`src/rtl/vram_port_arbiter_if.sv`:
```
// Bus bundle between the VRAM port arbiter, its VGA/CPU clients and the
// single-port VRAM. The arbiter connects through the slave modport.
interface vram_port_arbiter_if #(
    parameter int ADDR_W     = 19,
    parameter int DATA_W     = 12,
    parameter int FIFO_DEPTH = 4
);
    localparam int LVL_W = $clog2(FIFO_DEPTH) + 1;

    // Display scan port
    logic              vga_rdn;
    logic [ADDR_W-1:0] vga_addr;
    logic [DATA_W-1:0] vga_data;

    // CPU write port
    logic              cpu_wr_req;
    logic [ADDR_W-1:0] cpu_wr_addr;
    logic [DATA_W-1:0] cpu_wr_data;
    logic              cpu_wr_ready;

    // CPU read port
    logic              cpu_rd_req;
    logic [ADDR_W-1:0] cpu_rd_addr;
    logic              cpu_rd_busy;
    logic              cpu_rd_valid;
    logic [DATA_W-1:0] cpu_rd_data;

    // Status
    logic [LVL_W-1:0]  fifo_level;
    logic              wr_ovf;

    // VRAM side
    logic [ADDR_W-1:0] vram_addr;
    logic              vram_we;
    logic [DATA_W-1:0] vram_din;
    logic [DATA_W-1:0] vram_dout;

    modport slave (
        input  vga_rdn, vga_addr,
        input  cpu_wr_req, cpu_wr_addr, cpu_wr_data,
        input  cpu_rd_req, cpu_rd_addr,
        input  vram_dout,
        output vga_data, cpu_wr_ready, cpu_rd_busy, cpu_rd_valid, cpu_rd_data,
        output fifo_level, wr_ovf,
        output vram_addr, vram_we, vram_din
    );

    modport master (
        output vga_rdn, vga_addr,
        output cpu_wr_req, cpu_wr_addr, cpu_wr_data,
        output cpu_rd_req, cpu_rd_addr,
        output vram_dout,
        input  vga_data, cpu_wr_ready, cpu_rd_busy, cpu_rd_valid, cpu_rd_data,
        input  fifo_level, wr_ovf,
        input  vram_addr, vram_we, vram_din
    );
endinterface

```
`src/rtl/vram_port_arbiter.sv`:
```
// VRAM port arbiter: the display scan owns the single VRAM port whenever it
// requests; buffered CPU writes drain during blanking, and a single
// outstanding CPU read is issued only once every earlier write has landed.
module vram_port_arbiter #(
    parameter int ADDR_W     = 19,
    parameter int DATA_W     = 12,
    parameter int FIFO_DEPTH = 4
) (
    input  logic                vga_clk,
    input  logic                rst_n,
    vram_port_arbiter_if.slave  bus
);
    localparam int PTR_W = $clog2(FIFO_DEPTH);
    localparam int LVL_W = PTR_W + 1;

    typedef enum logic {
        IDLE    = 1'b0,
        RD_WAIT = 1'b1
    } state_t;

    state_t            state, state_nxt;

    logic [ADDR_W-1:0] fifo_addr [FIFO_DEPTH];
    logic [DATA_W-1:0] fifo_data [FIFO_DEPTH];
    logic [PTR_W-1:0]  wr_ptr, rd_ptr;
    logic [LVL_W-1:0]  level;
    logic              fifo_empty, fifo_full;
    logic              push, pop, rd_issue;

    logic              rd_busy;
    logic [ADDR_W-1:0] rd_addr;
    logic              disp_d1;

    assign fifo_empty       = (level == '0);
    assign fifo_full        = (level == LVL_W'(FIFO_DEPTH));
    assign push             = bus.cpu_wr_req & ~fifo_full;
    assign bus.cpu_wr_ready = ~fifo_full;
    assign bus.fifo_level   = level;
    assign bus.cpu_rd_busy  = rd_busy;
    assign bus.vram_din     = fifo_data[rd_ptr];

    // State register
    // NOTE: clocked state uses non-blocking assignments so every register
    // samples pre-edge values, independent of block evaluation order.
    always_ff @(posedge vga_clk or negedge rst_n) begin
        if (!rst_n) state <= IDLE;
        else        state <= state_nxt;
    end

    // Next-state: leave IDLE only when a CPU read is put on the port
    // NOTE: every always_comb output gets a default first so no path can
    // leave it unassigned and infer a latch.
    always_comb begin
        state_nxt = state;
        case (state)
            IDLE:    if (rd_issue) state_nxt = RD_WAIT;
            RD_WAIT: state_nxt = IDLE;
            default: state_nxt = IDLE;
        endcase
    end

    // Port grant: display first, then FIFO head write, then pending read
    always_comb begin
        bus.vram_addr = '0;
        bus.vram_we   = 1'b0;
        pop           = 1'b0;
        rd_issue      = 1'b0;
        if (!bus.vga_rdn) begin
            bus.vram_addr = bus.vga_addr;
        end else if (state == IDLE && !fifo_empty) begin
            bus.vram_addr = fifo_addr[rd_ptr];
            bus.vram_we   = 1'b1;
            pop           = 1'b1;
        end else if (state == IDLE && rd_busy) begin
            // busy while IDLE means accepted but not yet issued
            bus.vram_addr = rd_addr;
            rd_issue      = 1'b1;
        end
    end

    // Write FIFO payload storage
    // NOTE: the payload array has no reset; occupancy is tracked by the
    // reset pointers/level, so stale entries are never consumed.
    always_ff @(posedge vga_clk) begin
        if (push) begin
            fifo_addr[wr_ptr] <= bus.cpu_wr_addr;
            fifo_data[wr_ptr] <= bus.cpu_wr_data;
        end
    end

    // Write FIFO pointers, occupancy and sticky overflow flag
    always_ff @(posedge vga_clk or negedge rst_n) begin
        if (!rst_n) begin
            wr_ptr     <= '0;
            rd_ptr     <= '0;
            level      <= '0;
            bus.wr_ovf <= 1'b0;
        end else begin
            if (push) wr_ptr <= wr_ptr + 1'b1;
            if (pop)  rd_ptr <= rd_ptr + 1'b1;
            if (push && !pop)      level <= level + 1'b1;
            else if (pop && !push) level <= level - 1'b1;
            if (bus.cpu_wr_req && fifo_full) bus.wr_ovf <= 1'b1;
        end
    end

    // CPU read: accept, hold address, return data after the VRAM latency
    always_ff @(posedge vga_clk or negedge rst_n) begin
        if (!rst_n) begin
            rd_busy          <= 1'b0;
            rd_addr          <= '0;
            bus.cpu_rd_valid <= 1'b0;
            bus.cpu_rd_data  <= '0;
        end else begin
            if (bus.cpu_rd_req && !rd_busy) begin
                rd_busy <= 1'b1;
                rd_addr <= bus.cpu_rd_addr;
            end else if (state == RD_WAIT) begin
                rd_busy <= 1'b0;
            end
            bus.cpu_rd_valid <= (state == RD_WAIT);
            if (state == RD_WAIT) bus.cpu_rd_data <= bus.vram_dout;
        end
    end

    // Display return pipe: tag the request, capture VRAM data a cycle later
    always_ff @(posedge vga_clk or negedge rst_n) begin
        if (!rst_n) begin
            disp_d1      <= 1'b0;
            bus.vga_data <= '0;
        end else begin
            disp_d1      <= ~bus.vga_rdn;
            bus.vga_data <= disp_d1 ? bus.vram_dout : '0;
        end
    end
endmodule

```
`src/flat_wrapper.sv`:
```
// flat-port wrapper written by rule: the top's interface ports become plain ports
module vram_port_arbiter_flat 
#(
    parameter int ADDR_W     = 19,
    parameter int DATA_W     = 12,
    parameter int FIFO_DEPTH = 4
)
  (vga_clk, rst_n, bus_vga_rdn, bus_vga_addr, bus_cpu_wr_req, bus_cpu_wr_addr, bus_cpu_wr_data, bus_cpu_rd_req, bus_cpu_rd_addr, bus_vram_dout, bus_vga_data, bus_cpu_wr_ready, bus_cpu_rd_busy, bus_cpu_rd_valid, bus_cpu_rd_data, bus_fifo_level, bus_wr_ovf, bus_vram_addr, bus_vram_we, bus_vram_din);
  vram_port_arbiter_if #(.ADDR_W(ADDR_W), .DATA_W(DATA_W), .FIFO_DEPTH(FIFO_DEPTH)) bus_i ();
  input  logic vga_clk;
  input  logic rst_n;
  input wire logic [$bits(bus_i.vga_rdn)-1:0] bus_vga_rdn;
  input wire logic [$bits(bus_i.vga_addr)-1:0] bus_vga_addr;
  input wire logic [$bits(bus_i.cpu_wr_req)-1:0] bus_cpu_wr_req;
  input wire logic [$bits(bus_i.cpu_wr_addr)-1:0] bus_cpu_wr_addr;
  input wire logic [$bits(bus_i.cpu_wr_data)-1:0] bus_cpu_wr_data;
  input wire logic [$bits(bus_i.cpu_rd_req)-1:0] bus_cpu_rd_req;
  input wire logic [$bits(bus_i.cpu_rd_addr)-1:0] bus_cpu_rd_addr;
  input wire logic [$bits(bus_i.vram_dout)-1:0] bus_vram_dout;
  output wire logic [$bits(bus_i.vga_data)-1:0] bus_vga_data;
  output wire logic [$bits(bus_i.cpu_wr_ready)-1:0] bus_cpu_wr_ready;
  output wire logic [$bits(bus_i.cpu_rd_busy)-1:0] bus_cpu_rd_busy;
  output wire logic [$bits(bus_i.cpu_rd_valid)-1:0] bus_cpu_rd_valid;
  output wire logic [$bits(bus_i.cpu_rd_data)-1:0] bus_cpu_rd_data;
  output wire logic [$bits(bus_i.fifo_level)-1:0] bus_fifo_level;
  output wire logic [$bits(bus_i.wr_ovf)-1:0] bus_wr_ovf;
  output wire logic [$bits(bus_i.vram_addr)-1:0] bus_vram_addr;
  output wire logic [$bits(bus_i.vram_we)-1:0] bus_vram_we;
  output wire logic [$bits(bus_i.vram_din)-1:0] bus_vram_din;
  assign bus_i.vga_rdn = bus_vga_rdn;
  assign bus_i.vga_addr = bus_vga_addr;
  assign bus_i.cpu_wr_req = bus_cpu_wr_req;
  assign bus_i.cpu_wr_addr = bus_cpu_wr_addr;
  assign bus_i.cpu_wr_data = bus_cpu_wr_data;
  assign bus_i.cpu_rd_req = bus_cpu_rd_req;
  assign bus_i.cpu_rd_addr = bus_cpu_rd_addr;
  assign bus_i.vram_dout = bus_vram_dout;
  assign bus_vga_data = bus_i.vga_data;
  assign bus_cpu_wr_ready = bus_i.cpu_wr_ready;
  assign bus_cpu_rd_busy = bus_i.cpu_rd_busy;
  assign bus_cpu_rd_valid = bus_i.cpu_rd_valid;
  assign bus_cpu_rd_data = bus_i.cpu_rd_data;
  assign bus_fifo_level = bus_i.fifo_level;
  assign bus_wr_ovf = bus_i.wr_ovf;
  assign bus_vram_addr = bus_i.vram_addr;
  assign bus_vram_we = bus_i.vram_we;
  assign bus_vram_din = bus_i.vram_din;
  vram_port_arbiter #(.ADDR_W(ADDR_W), .DATA_W(DATA_W), .FIFO_DEPTH(FIFO_DEPTH)) u_core (.vga_clk(vga_clk), .rst_n(rst_n), .bus(bus_i));
endmodule
```
`config.mk`:
```
export PLATFORM = sky130hd
export DESIGN_NAME = vram_port_arbiter_flat
export DESIGN_NICKNAME = d
export VERILOG_FILES = /design/src/rtl/vram_port_arbiter_if.sv /design/src/rtl/vram_port_arbiter.sv /design/src/flat_wrapper.sv
export SDC_FILE = /design/constraint.sdc
export NUM_CORES = 1
export LEC_CHECK = 0
export ABC_CLOCK_PERIOD_IN_PS = 4600
export BUFFER_PORTS_ARGS = -buffer_cell sky130_fd_sc_hd__buf_2
export CAP_MARGIN = 20
export CORE_ASPECT_RATIO = 1.25
export CORE_MARGIN = 4
export CORE_UTILIZATION = 27
export DETAILED_ROUTE_END_ITERATION = 10
export PLACE_DENSITY = 0.55
export SYNTH_ARGS = -nofsm -noshare
export SYNTH_HDL_FRONTEND = slang
export SYNTH_SLANG_ARGS = --single-unit
```
`constraint.sdc`:
```
create_clock -name vga_clk -period 4.6 [get_ports vga_clk]
set_input_delay 0.92 -clock vga_clk [delete_from_list [all_inputs] [get_ports vga_clk]]
set_output_delay 0.92 -clock vga_clk [all_outputs]
set_load 0.005 [all_outputs]
```
==> impl_metrics.env, run 1 <==
export IMPL_synth_fp_nets=437
export IMPL_multiInputGateArea_sq_mm=0.00172
export IMPL_netlist_top_cells_area="edfxtp_1, dfrtp_1, mux4_2"
export IMPL_avgSynthCellArea_sq_um=20.2
export IMPL_rr_startpoint="u_core.bus.fifo_level[1]"
export IMPL_place_inst=816
export IMPL_synth_top_area_share_pct=53.5
export IMPL_grt_pass1_wl_um=23600
export IMPL_final_cells=849
export IMPL_synthTopCellsByCount="edfxtp_1, dfrtp_1, mux2_2, mux4_2, a221o_1"
export IMPL_wl_met1_um=6130
export IMPL_num_vias=3689
export IMPL_report_final_slew_viol_count=0
export IMPL_synth_cells=345
export IMPL_hold_depth=1
export IMPL_critical_path_class="input pin to output pin"
export IMPL_num_fill_cells=2429
export IMPL_fp_dieH_um=187
export IMPL_synth_seq_cells=179
export IMPL_postCtsSetupBuffers=0
export IMPL_min_path_type="register to register"
export IMPL_postPlaceCellArea_sq_mm=0.00806
export IMPL_io_buffers=148
export IMPL_dr_pass1_iters=4
export IMPL_design_area_sq_mm=0.00869
export IMPL_vias_per_cell=4.35
export IMPL_worst_r2r_setup_slack_ns=2.19
export IMPL_crit_chain="buf_2 -> and4_1 -> a221o_1 -> buf_2"
export IMPL_path_depth=4
export IMPL_drc=0
export IMPL_io_pins=149
export IMPL_crit_buf_inv=2
export IMPL_wl_per_cell_um=18.5
export IMPL_cp_max_fo=21
export IMPL_skew_ns=0.00833
export IMPL_dp_hpwl_um=10400
export IMPL_root_buffer="clkbuf_16"
export IMPL_cts_tree="built"
export IMPL_syn_area_sq_mm=0.00696
export IMPL_cpMostUsedCell="buf_2"
export IMPL_finalWirelength_um=15700
export IMPL_ys_types=25
export IMPL_yosysMostFrequentCell="edfxtp_1"
export IMPL_yosys_area_top_type="edfxtp_1"
export IMPL_worstMarginPinSlew_ns=1.02
export IMPL_top_layer="met4"
export IMPL_met3_wirelength_um=951
export IMPL_rows=65
export IMPL_grt_max_degree=34
export IMPL_met2WireLength_um=8280
export IMPL_synth_edf_count=124
export IMPL_worstHoldStart="u_core.bus.wr_ovf"
export IMPL_fmax_ghz=0.284
export IMPL_static_leakage_power_nw=3.36
export IMPL_numCtsBuffers=17
export IMPL_rsz0062_at_grt="no"
export IMPL_finalCritPeriodShare_pct=76.7
export IMPL_r2r_end="u_core.bus.fifo_level[2]"
export IMPL_clock_latency_ns=0.43
export IMPL_area_growth_pct=24.9
export IMPL_fin_crit_ns=3.53
export IMPL_vdd_drop_max_mv=0.248
export IMPL_ctsResizeCount=0
export IMPL_end_kind="output pin"
export IMPL_synth_warnings=0
export IMPL_num_nets_final=592
export IMPL_antenna_left=0
export IMPL_setup_viol=0
export IMPL_arrival_ns=2.61
export IMPL_antenna_found_initial=2
export IMPL_async_reset_ff_share_pct=30.7
export IMPL_die_x_um=152
export IMPL_grt_overflow=0
export IMPL_slowest_stage="and4_1"
export IMPL_clk_pin_slew_ns=0.06
export IMPL_hold_path_end="u_core.bus.wr_ovf"
export IMPL_drive_gt1_share_pct=49.5
export IMPL_clock_sinks=179
export IMPL_grt_pass1_vias=4059
export IMPL_power_density_mw_per_mm2=612
export IMPL_cp_required_ns=3.68
export IMPL_coreArea_sq_mm=0.0253
export IMPL_crit_path_start_kind="input pin"
export IMPL_die_area_sq_mm=0.0284
export IMPL_critPathTopFamily="simple AND/OR/NAND/NOR gates"
export IMPL_seq_area_frac_synth_pct=73.3
export IMPL_globalplace_congestion=0.712
export IMPL_reg2reg_depth=10
export IMPL_outcome="complete, no violations"
export IMPL_drt_iter0_markers=125
export IMPL_clk_path_buf_depth=2
export IMPL_regArea_sq_mm=0.00510
export IMPL_initial_core_util_pct=27.5
export IMPL_grt_usage_pct=11.3
export IMPL_maxCapViolations=0
export IMPL_finalHoldViolCount=0
export IMPL_ys_flop_type="edfxtp_1"
export IMPL_slowest_delay_ns=0.90
export IMPL_cts_hold_buffers_added=0
export IMPL_max_slew_margin_pct=31.7
export IMPL_tns_ns=0
export IMPL_ctsHtreeMaxLevel=4
[through the flow]
step | hold slack [ns] | utilization, % | total power, W | setup WS, ns
final | 0.450 | 34.3 | 0.00531 | 1.07
after global placement | 0.433 | 31.8 | 0.00385 | 1.08
after floorplan | 0.451 | - | 0.00330 | 1.80
after detailed placement | 0.441 | 31.9 | 0.00390 | 0.993
after global routing | 0.472 | 34.3 | 0.00563 | 0.892
after CTS | 0.456 | 34.3 | 0.00543 | 0.992
[cell families (layout without fill, tap and decap cells)]
family	Yosys count	count (layout)	share of synthesized area, %
xor gates and xnor gates	6	6	0.756
muxes	64	64	15.5
and+or+nand+nor	43	43	4.06
adders and majority gates	6	6	1.19
DFF	179	179	73.3
AOI/OAI and AO/OA	21	21	2.95
other	0	1	0
buffers and inverters	26	194	2.19
[per-layer routing]
metal,global-route usage (%),vias to the layer above
met1,12.8,1893
met3,3.56,22
met5,0,-
met4,4.15,0
met2,19.9,112
li1,-,1662
[where the power goes]
part           switching, W  internal, W  total (W)
clock              0.000604     0.000903    0.00151
sequential         0.000222      0.00217    0.00239
combinational      0.000678     0.000742    0.00142
[worst max path at each step]
stage	start	to	slack, ns
finish	bus_vga_rdn	bus_vram_addr[5]	1.07
global route	u_core.bus.fifo_level[1]	bus_vram_addr[18]	0.89
CTS	bus_vga_rdn	bus_vram_addr[18]	0.99
detailed placement	bus_vga_rdn	bus_vram_addr[5]	0.99
global placement	bus_vga_rdn	bus_vram_addr[18]	1.08
floorplan	bus_vga_rdn	bus_vram_addr[13]	1.80
[cells in the final DEF (no fill, tap or decap), types with 7 or more instances in the layout]
master,instances
clkbuf_16,20
a221o_1,19
nor2b_1,13
inv_1,7
mux2_2,33
buf_2,148
and2_1,12
and2b_1,7
dfrtp_1,53
edfxtp_1,124
mux4_2,28
[area by class of cell]
| class | instances | share of cell area [%] |
|---|---|---|
| flip-flops and latches | 179 | 58.7 |
| multi-input cells | 140 | 19.8 |
| repair buffers | 154 | 9.13 |
| clock buffers | 23 | 5.89 |
| well taps | 335 | 4.83 |
| clock inverters | 9 | 1.28 |
| inverters | 8 | 0.346 |
| diodes | 1 | 0.0288 |
[registers in the layout, indices dropped and copies added, names as in the netlist]
name,count
u_core.rd_ptr,2
u_core.bus.wr_ovf,1
u_core.bus.fifo_level,3
u_core.wr_ptr,2
u_core.bus.cpu_rd_valid,1
u_core.bus.cpu_rd_busy,1
u_core.bus.cpu_rd_data,12
u_core.rd_addr,19
u_core.disp_d1,1
u_core.state,1
u_core.bus.vga_data,12
u_core.fifo_data,48
u_core.fifo_addr,76
No activity file was read; power rests on OpenSTA's default activity.
==> inputs of run 2 (changes only) <==
--- a/config.mk
+++ b/config.mk
@@ -5,14 +5,14 @@
 export SDC_FILE = /design/constraint.sdc
 export NUM_CORES = 1
 export LEC_CHECK = 0
-export ABC_CLOCK_PERIOD_IN_PS = 4600
+export ABC_CLOCK_PERIOD_IN_PS = 2800
 export BUFFER_PORTS_ARGS = -buffer_cell sky130_fd_sc_hd__buf_2
 export CAP_MARGIN = 20
 export CORE_ASPECT_RATIO = 1.25
 export CORE_MARGIN = 4
 export CORE_UTILIZATION = 27
 export DETAILED_ROUTE_END_ITERATION = 10
-export PLACE_DENSITY = 0.55
+export PLACE_DENSITY = 0.57
 export SYNTH_ARGS = -nofsm -noshare
 export SYNTH_HDL_FRONTEND = slang
 export SYNTH_SLANG_ARGS = --single-unit
==> constraint.sdc (replaced) <==
create_clock -name vga_clk -period 2.8 [get_ports vga_clk]
set_input_delay 0.56 -clock vga_clk [delete_from_list [all_inputs] [get_ports vga_clk]]
set_output_delay 0.56 -clock vga_clk [all_outputs]
set_load 0.005 [all_outputs]
==> impl_metrics.env, run 2 (synthesis results as in run 1) <==
export IMPL_largest_reg_flops=76
export IMPL_coreArea_sq_mm=0.0253
export IMPL_io_buffers=148
export IMPL_clkPwrFrac_pct=25.8
export IMPL_antenna_left=0
export IMPL_die_x_um=152
export IMPL_mostFrequentLayoutCell="buf_2"
export IMPL_postPlaceCellArea_sq_mm=0.00821
export IMPL_setup_viol=0
export IMPL_fp_dieH_um=187
export IMPL_rows=65
export IMPL_critPathTopFamily="multiplexers"
export IMPL_drc=0
export IMPL_antenna_cells=0
export IMPL_finalWirelength_um=16400
export IMPL_area_growth_pct=26.5
export IMPL_io_pins=149
export IMPL_vdd_drop_max_mv=0.400
export IMPL_min_path_type="input pin to async pin"
export IMPL_p_int_w=0.00614
export IMPL_use_met3_pct=4.10
export IMPL_reg2reg_depth=6
export IMPL_sw_frac_of_total_pct=28.9
export IMPL_slowest_delay_ns=0.60
export IMPL_crit_buf_inv=2
export IMPL_outcome="complete, no violations"
export IMPL_crit_path_start_kind="register"
export IMPL_regMostFlops="u_core.fifo_addr"
export IMPL_final_cell_mix="buf_2, edfxtp_1, dfrtp_1"
export IMPL_max_slew_margin_pct=50.2
export IMPL_grt_use_met2_pct=20.7
export IMPL_top_usage_layer="met2"
export IMPL_report_final_slew_viol_count=0
export IMPL_grt_max_degree=56
export IMPL_arrival_ns=2.07
export IMPL_grt_util_met1_pct=13.7
export IMPL_slowest_stage="mux4_1"
export IMPL_globalplace_congestion=0.701
export IMPL_tns_ns=0
export IMPL_clk_pin_slew_ns=0.07
export IMPL_grt_overflow=0
export IMPL_dr_pass1_iters=4
export IMPL_cts_hold_buffers_added=0
export IMPL_num_nets_final=607
export IMPL_grt_usage_pct=11.9
export IMPL_dp_hpwl_um=11600
export IMPL_critical_path_class="register to output pin"
export IMPL_vias_per_cell=4.39
export IMPL_antenna_found_initial=5
export IMPL_grt_pass1_wl_um=25000
export IMPL_cts_tree="built"
export IMPL_drive_gt1_share_pct=51.5
export IMPL_power_density_mw_per_mm2=981
export IMPL_cp_max_fo=5
export IMPL_num_vias=3786
export IMPL_maxCapViolations=0
export IMPL_crit_chain="buf_4 -> mux4_1 -> a221o_1 -> buf_2"
export IMPL_p_switching_w=0.00250
export IMPL_setup_slack_ns=0.167
export IMPL_skew_ns=0.00869
export IMPL_finalHoldViolCount=0
export IMPL_end_kind="output pin"
export IMPL_numCtsBuffers=17
export IMPL_final_cells=863
export IMPL_die_area_sq_mm=0.0284
export IMPL_place_inst=829
export IMPL_design_area_sq_mm=0.00880
export IMPL_cp_required_ns=2.24
export IMPL_fin_crit_ns=2.63
export IMPL_static_leakage_power_nw=3.41
export IMPL_timing_hold_ws_ns=0.277
export IMPL_fmax_ghz=0.380
export IMPL_place_ws_ns=0.436
export IMPL_top_regs="u_core.fifo_addr x76, u_core.fifo_data x48, u_core.rd_addr x19"
export IMPL_ctsHtreeMaxLevel=4
export IMPL_finalCritPeriodShare_pct=94.0
export IMPL_clock_latency_ns=0.43
export IMPL_drt_iter0_markers=218
export IMPL_clock_sinks=179
export IMPL_wl_per_cell_um=19.0
export IMPL_rsz0062_at_grt="no"
export IMPL_root_buffer="clkbuf_16"
export IMPL_combPwrFrac_pct=28.7
export IMPL_initial_core_util_pct=27.5
export IMPL_grt_pass1_vias=4259
export IMPL_seqPwrFrac_pct=45.5
export IMPL_worstMarginPinSlew_ns=0.748
export IMPL_clk_path_buf_depth=2
export IMPL_path_depth=4
-- run 2: cell types whose count changed in the layout (fill, tap and decap cells not counted), sizes merged --
cell      change
diode         -1
clkinvlp      +5
buf          +15
bufinv        -2
inv           -3
clkinv        +1
clkbuf        -1
-- run 2: worst paths after layout --
kind | slack [ns] | to | start
max | 0.17 | bus_vram_addr[0] | u_core.rd_ptr[0]
max in group asynchronous | 1.95 | u_core.rd_ptr[1] | rst_n
min in group vga_clk | 0.34 | u_core.fifo_data[0][8] | bus_cpu_wr_data[8]
min | 0.28 | u_core.rd_addr[10] | rst_n
max reg2reg | 0.68 | u_core.bus.fifo_level[1] | u_core.bus.fifo_level[0]
min reg2reg | 0.46 | u_core.bus.wr_ovf | u_core.bus.wr_ovf
-- run 2: power by group through the flow --
stage / clock (W) / sequential, W / combinational, W
after floorplan: 0 / 0.00381 / 0.00161
after global placement: 0 / 0.00396 / 0.00247
after detailed placement: 0 / 0.00401 / 0.00252
after CTS: 0.00231 / 0.00394 / 0.00257
after global routing: 0.00243 / 0.00400 / 0.00271
final: 0.00223 / 0.00392 / 0.00248
-- run 2: per-stage QoR --
stage / power, W / util (%)
floorplan: 0.00543 / -
global placement: 0.00643 / 32.5
detailed placement: 0.00652 / 32.5
CTS: 0.00881 / 34.8
global route: 0.00914 / 34.8
finish: 0.00863 / 34.8
-- run 2: repair_timing --
| item | 4_1_cts | 5_1_grt |
|---|---|---|
| setup buffers | 2 | 0 |
| endpoints found under the setup margin | 9 | 14 |
| gates resized for setup | 1 | 1 |
-- run 2: per-layer routing --
metal,wire (um),vias to the layer above,share of wire [%]
met3,1010,29,6.1
li1,-,1692,-
met4,243,10,1.5
met2,8680,103,53
met5,62,-,0.38
met1,6430,1952,39
-- run 2: final cells by class --
class / count / area [sq um]
flip-flops and latches: 179 / 5100
inverters: 8 / 30.0
repair buffers: 169 / 961
well taps: 335 / 419
multi-input cells: 140 / 1720
clock buffers: 22 / 484
fillers: 2423 / 16500
clock inverters: 10 / 76.3
-- run 2: worst reg2reg max path, cell delays in order, from the launching register on --
cell     delay [ns]
dfrtp_1        0.46
nor3b_1        0.37
nor2b_1        0.17
ha_1           0.24
inv_1          0.08
fa_1           0.41
mux2_2         0.27
==> inputs of run 3 (changes only) <==
--- a/config.mk
+++ b/config.mk
@@ -9,7 +9,7 @@
 export BUFFER_PORTS_ARGS = -buffer_cell sky130_fd_sc_hd__buf_2
 export CAP_MARGIN = 20
 export CORE_ASPECT_RATIO = 1.25
-export CORE_MARGIN = 4
+export CORE_MARGIN = 2
 export CORE_UTILIZATION = 27
 export DETAILED_ROUTE_END_ITERATION = 10
 export PLACE_DENSITY = 0.57
==> impl_metrics.env, run 3 (synthesis results as in run 1) <==
export IMPL_setup_viol=0
export IMPL_grt_overflow=0
export IMPL_grt_pass1_vias=4142
export IMPL_clk_pin_slew_ns=0.07
export IMPL_die_x_um=148
export IMPL_setup_slack_ns=0.118
export IMPL_maxCapViolations=0
export IMPL_globalplace_congestion=0.713
export IMPL_rr_startpoint="u_core.bus.fifo_level[1]"
export IMPL_cp_required_ns=2.24
export IMPL_drc=0
export IMPL_io_pins=149
export IMPL_skew_ns=0.00690
export IMPL_finalHoldViolCount=0
export IMPL_cp_startpoint="u_core.rd_ptr[0]"
export IMPL_final_cell_mix="buf_2, edfxtp_1, dfrtp_1"
export IMPL_num_nets_final=612
export IMPL_antenna_left=0
export IMPL_tns_ns=0
export IMPL_drt_iter0_markers=125
export IMPL_critPathTopFamily="multiplexers"
export IMPL_cp_max_fo=7
export IMPL_crit_buf_inv=2
export IMPL_wl_per_cell_um=18.2
export IMPL_slowest_stage="mux4_1"
export IMPL_crit_chain="buf_4 -> mux4_1 -> a221o_1 -> buf_2"
export IMPL_fin_crit_ns=2.68
export IMPL_path_depth=4
export IMPL_largest_reg_flops=76
export IMPL_numCtsBuffers=17
export IMPL_min_path_type="input pin to async pin"
export IMPL_ctsHtreeMaxLevel=4
export IMPL_p_total_w=0.00896
export IMPL_reg2reg_depth=10
export IMPL_crit_path_start_kind="register"
export IMPL_place_inst=832
export IMPL_regMostFlops="u_core.fifo_addr"
export IMPL_finalCritPeriodShare_pct=95.8
export IMPL_max_slew_margin_pct=56.6
export IMPL_clock_sinks=179
export IMPL_design_area_sq_mm=0.00891
export IMPL_clock_latency_ns=0.43
export IMPL_io_buffers=148
export IMPL_clkPwrFrac_pct=28.0
export IMPL_p_int_w=0.00643
export IMPL_worst_r2r_setup_slack_ns=0.65
export IMPL_end_kind="output pin"
export IMPL_cts_tree="built"
export IMPL_static_leakage_power_nw=3.49
export IMPL_initial_core_util_pct=27.5
export IMPL_grt_usage_pct=12.1
export IMPL_rsz0062_at_grt="no"
export IMPL_report_final_slew_viol_count=0
export IMPL_grt_max_degree=32
export IMPL_coreArea_sq_mm=0.0253
export IMPL_num_vias=3771
export IMPL_die_area_sq_mm=0.0271
export IMPL_top_regs="u_core.fifo_addr x76, u_core.fifo_data x48, u_core.rd_addr x19"
export IMPL_finalWirelength_um=15800
export IMPL_arrival_ns=2.12
export IMPL_r2r_end="u_core.bus.fifo_level[2]"
export IMPL_p_switching_w=0.00253
export IMPL_seqPwrFrac_pct=43.3
export IMPL_outcome="complete, no violations"
export IMPL_postPlaceCellArea_sq_mm=0.00822
export IMPL_critical_path_class="register to output pin"
export IMPL_worstMarginPinSlew_ns=0.651
export IMPL_vias_per_cell=4.33
export IMPL_combPwrFrac_pct=28.7
export IMPL_place_ws_ns=0.391
export IMPL_grt_pass1_wl_um=24000
export IMPL_final_cells=871
export IMPL_sw_frac_of_total_pct=28.3
export IMPL_cp_endpoint="bus_vram_addr[17]"
export IMPL_drive_gt1_share_pct=52.0
export IMPL_slowest_delay_ns=0.60
export IMPL_dr_pass1_iters=4
export IMPL_fmax_ghz=0.373
export IMPL_dp_hpwl_um=11200
export IMPL_power_density_mw_per_mm2=1010
export IMPL_mostFrequentLayoutCell="buf_2"
export IMPL_area_growth_pct=28.1
export IMPL_clk_path_buf_depth=2
export IMPL_fp_dieH_um=183
export IMPL_antenna_found_initial=4
export IMPL_root_buffer="clkbuf_16"
export IMPL_rows=65
export IMPL_vdd_drop_max_mv=0.473
## run 3: changes by cell type in the layout (fill, tap and decap cells not counted), sizes merged
cell and delta:
bufinv +2, inv +5, clkinv -1, clkinvlp -5, buf +5, clkbuf -1
diode +3
## run 3: how the worst min path moves through the flow
stage / endpoint / cells after the start / start
2_1_floorplan: u_core.bus.cpu_rd_busy / 0 / rst_n
3_3_place_gp: u_core.bus.wr_ovf / 1 / u_core.bus.wr_ovf
3_5_place_dp: u_core.bus.wr_ovf / 1 / u_core.bus.wr_ovf
4_1_cts: u_core.rd_addr[8] / 1 / rst_n
5_1_grt: u_core.rd_addr[8] / 1 / rst_n
6_report: u_core.rd_addr[8] / 1 / rst_n
## run 3: through the flow
step	hold WS, ns	util, %
after global routing	0.196	35.2
after floorplan	0.264	-
after global placement	0.452	32.5
final	0.157	35.2
after detailed placement	0.452	32.5
after CTS	0.161	35.1
## run 3: per-layer routing
metal,up-vias,GRT usage (%),share of wire [%]
li1,1712,-,-
met1,1936,13.8,40
met2,98,21.2,52
met3,21,3.97,5.5
met4,4,4.31,1.8
met5,-,0,0.17
## run 3: what timing repair did
action,CTS,global route
hold endpoints to repair,0,0
hold buffers,0,0
setup endpoints to repair,7,4
setup buffers,0,4
gates resized for setup,3,0
## run 3: layout make-up
cell class                      count  area, sq um
Sequential cell                   179         5100
Tap cell                          335          419
Clock buffer                       21          503
Fill cell                        2426        16400
Antenna cell                        3         7.51
Timing Repair Buffer              174          997
Inverter                            8         30.0
Multi-Input combinational cell    140         1720
Clock inverter                     11          134
## run 3: power groups by stage
| stage | Clock, W | Sequential (W) | Combinational [W] |
|---|---|---|---|
| global route | 0.00269 | 0.00396 | 0.00282 |
| finish | 0.00251 | 0.00388 | 0.00257 |
| detailed placement | 0 | 0.00395 | 0.00259 |
| floorplan | 0 | 0.00381 | 0.00161 |
| CTS | 0.00259 | 0.00391 | 0.00261 |
| global placement | 0 | 0.00391 | 0.00253 |
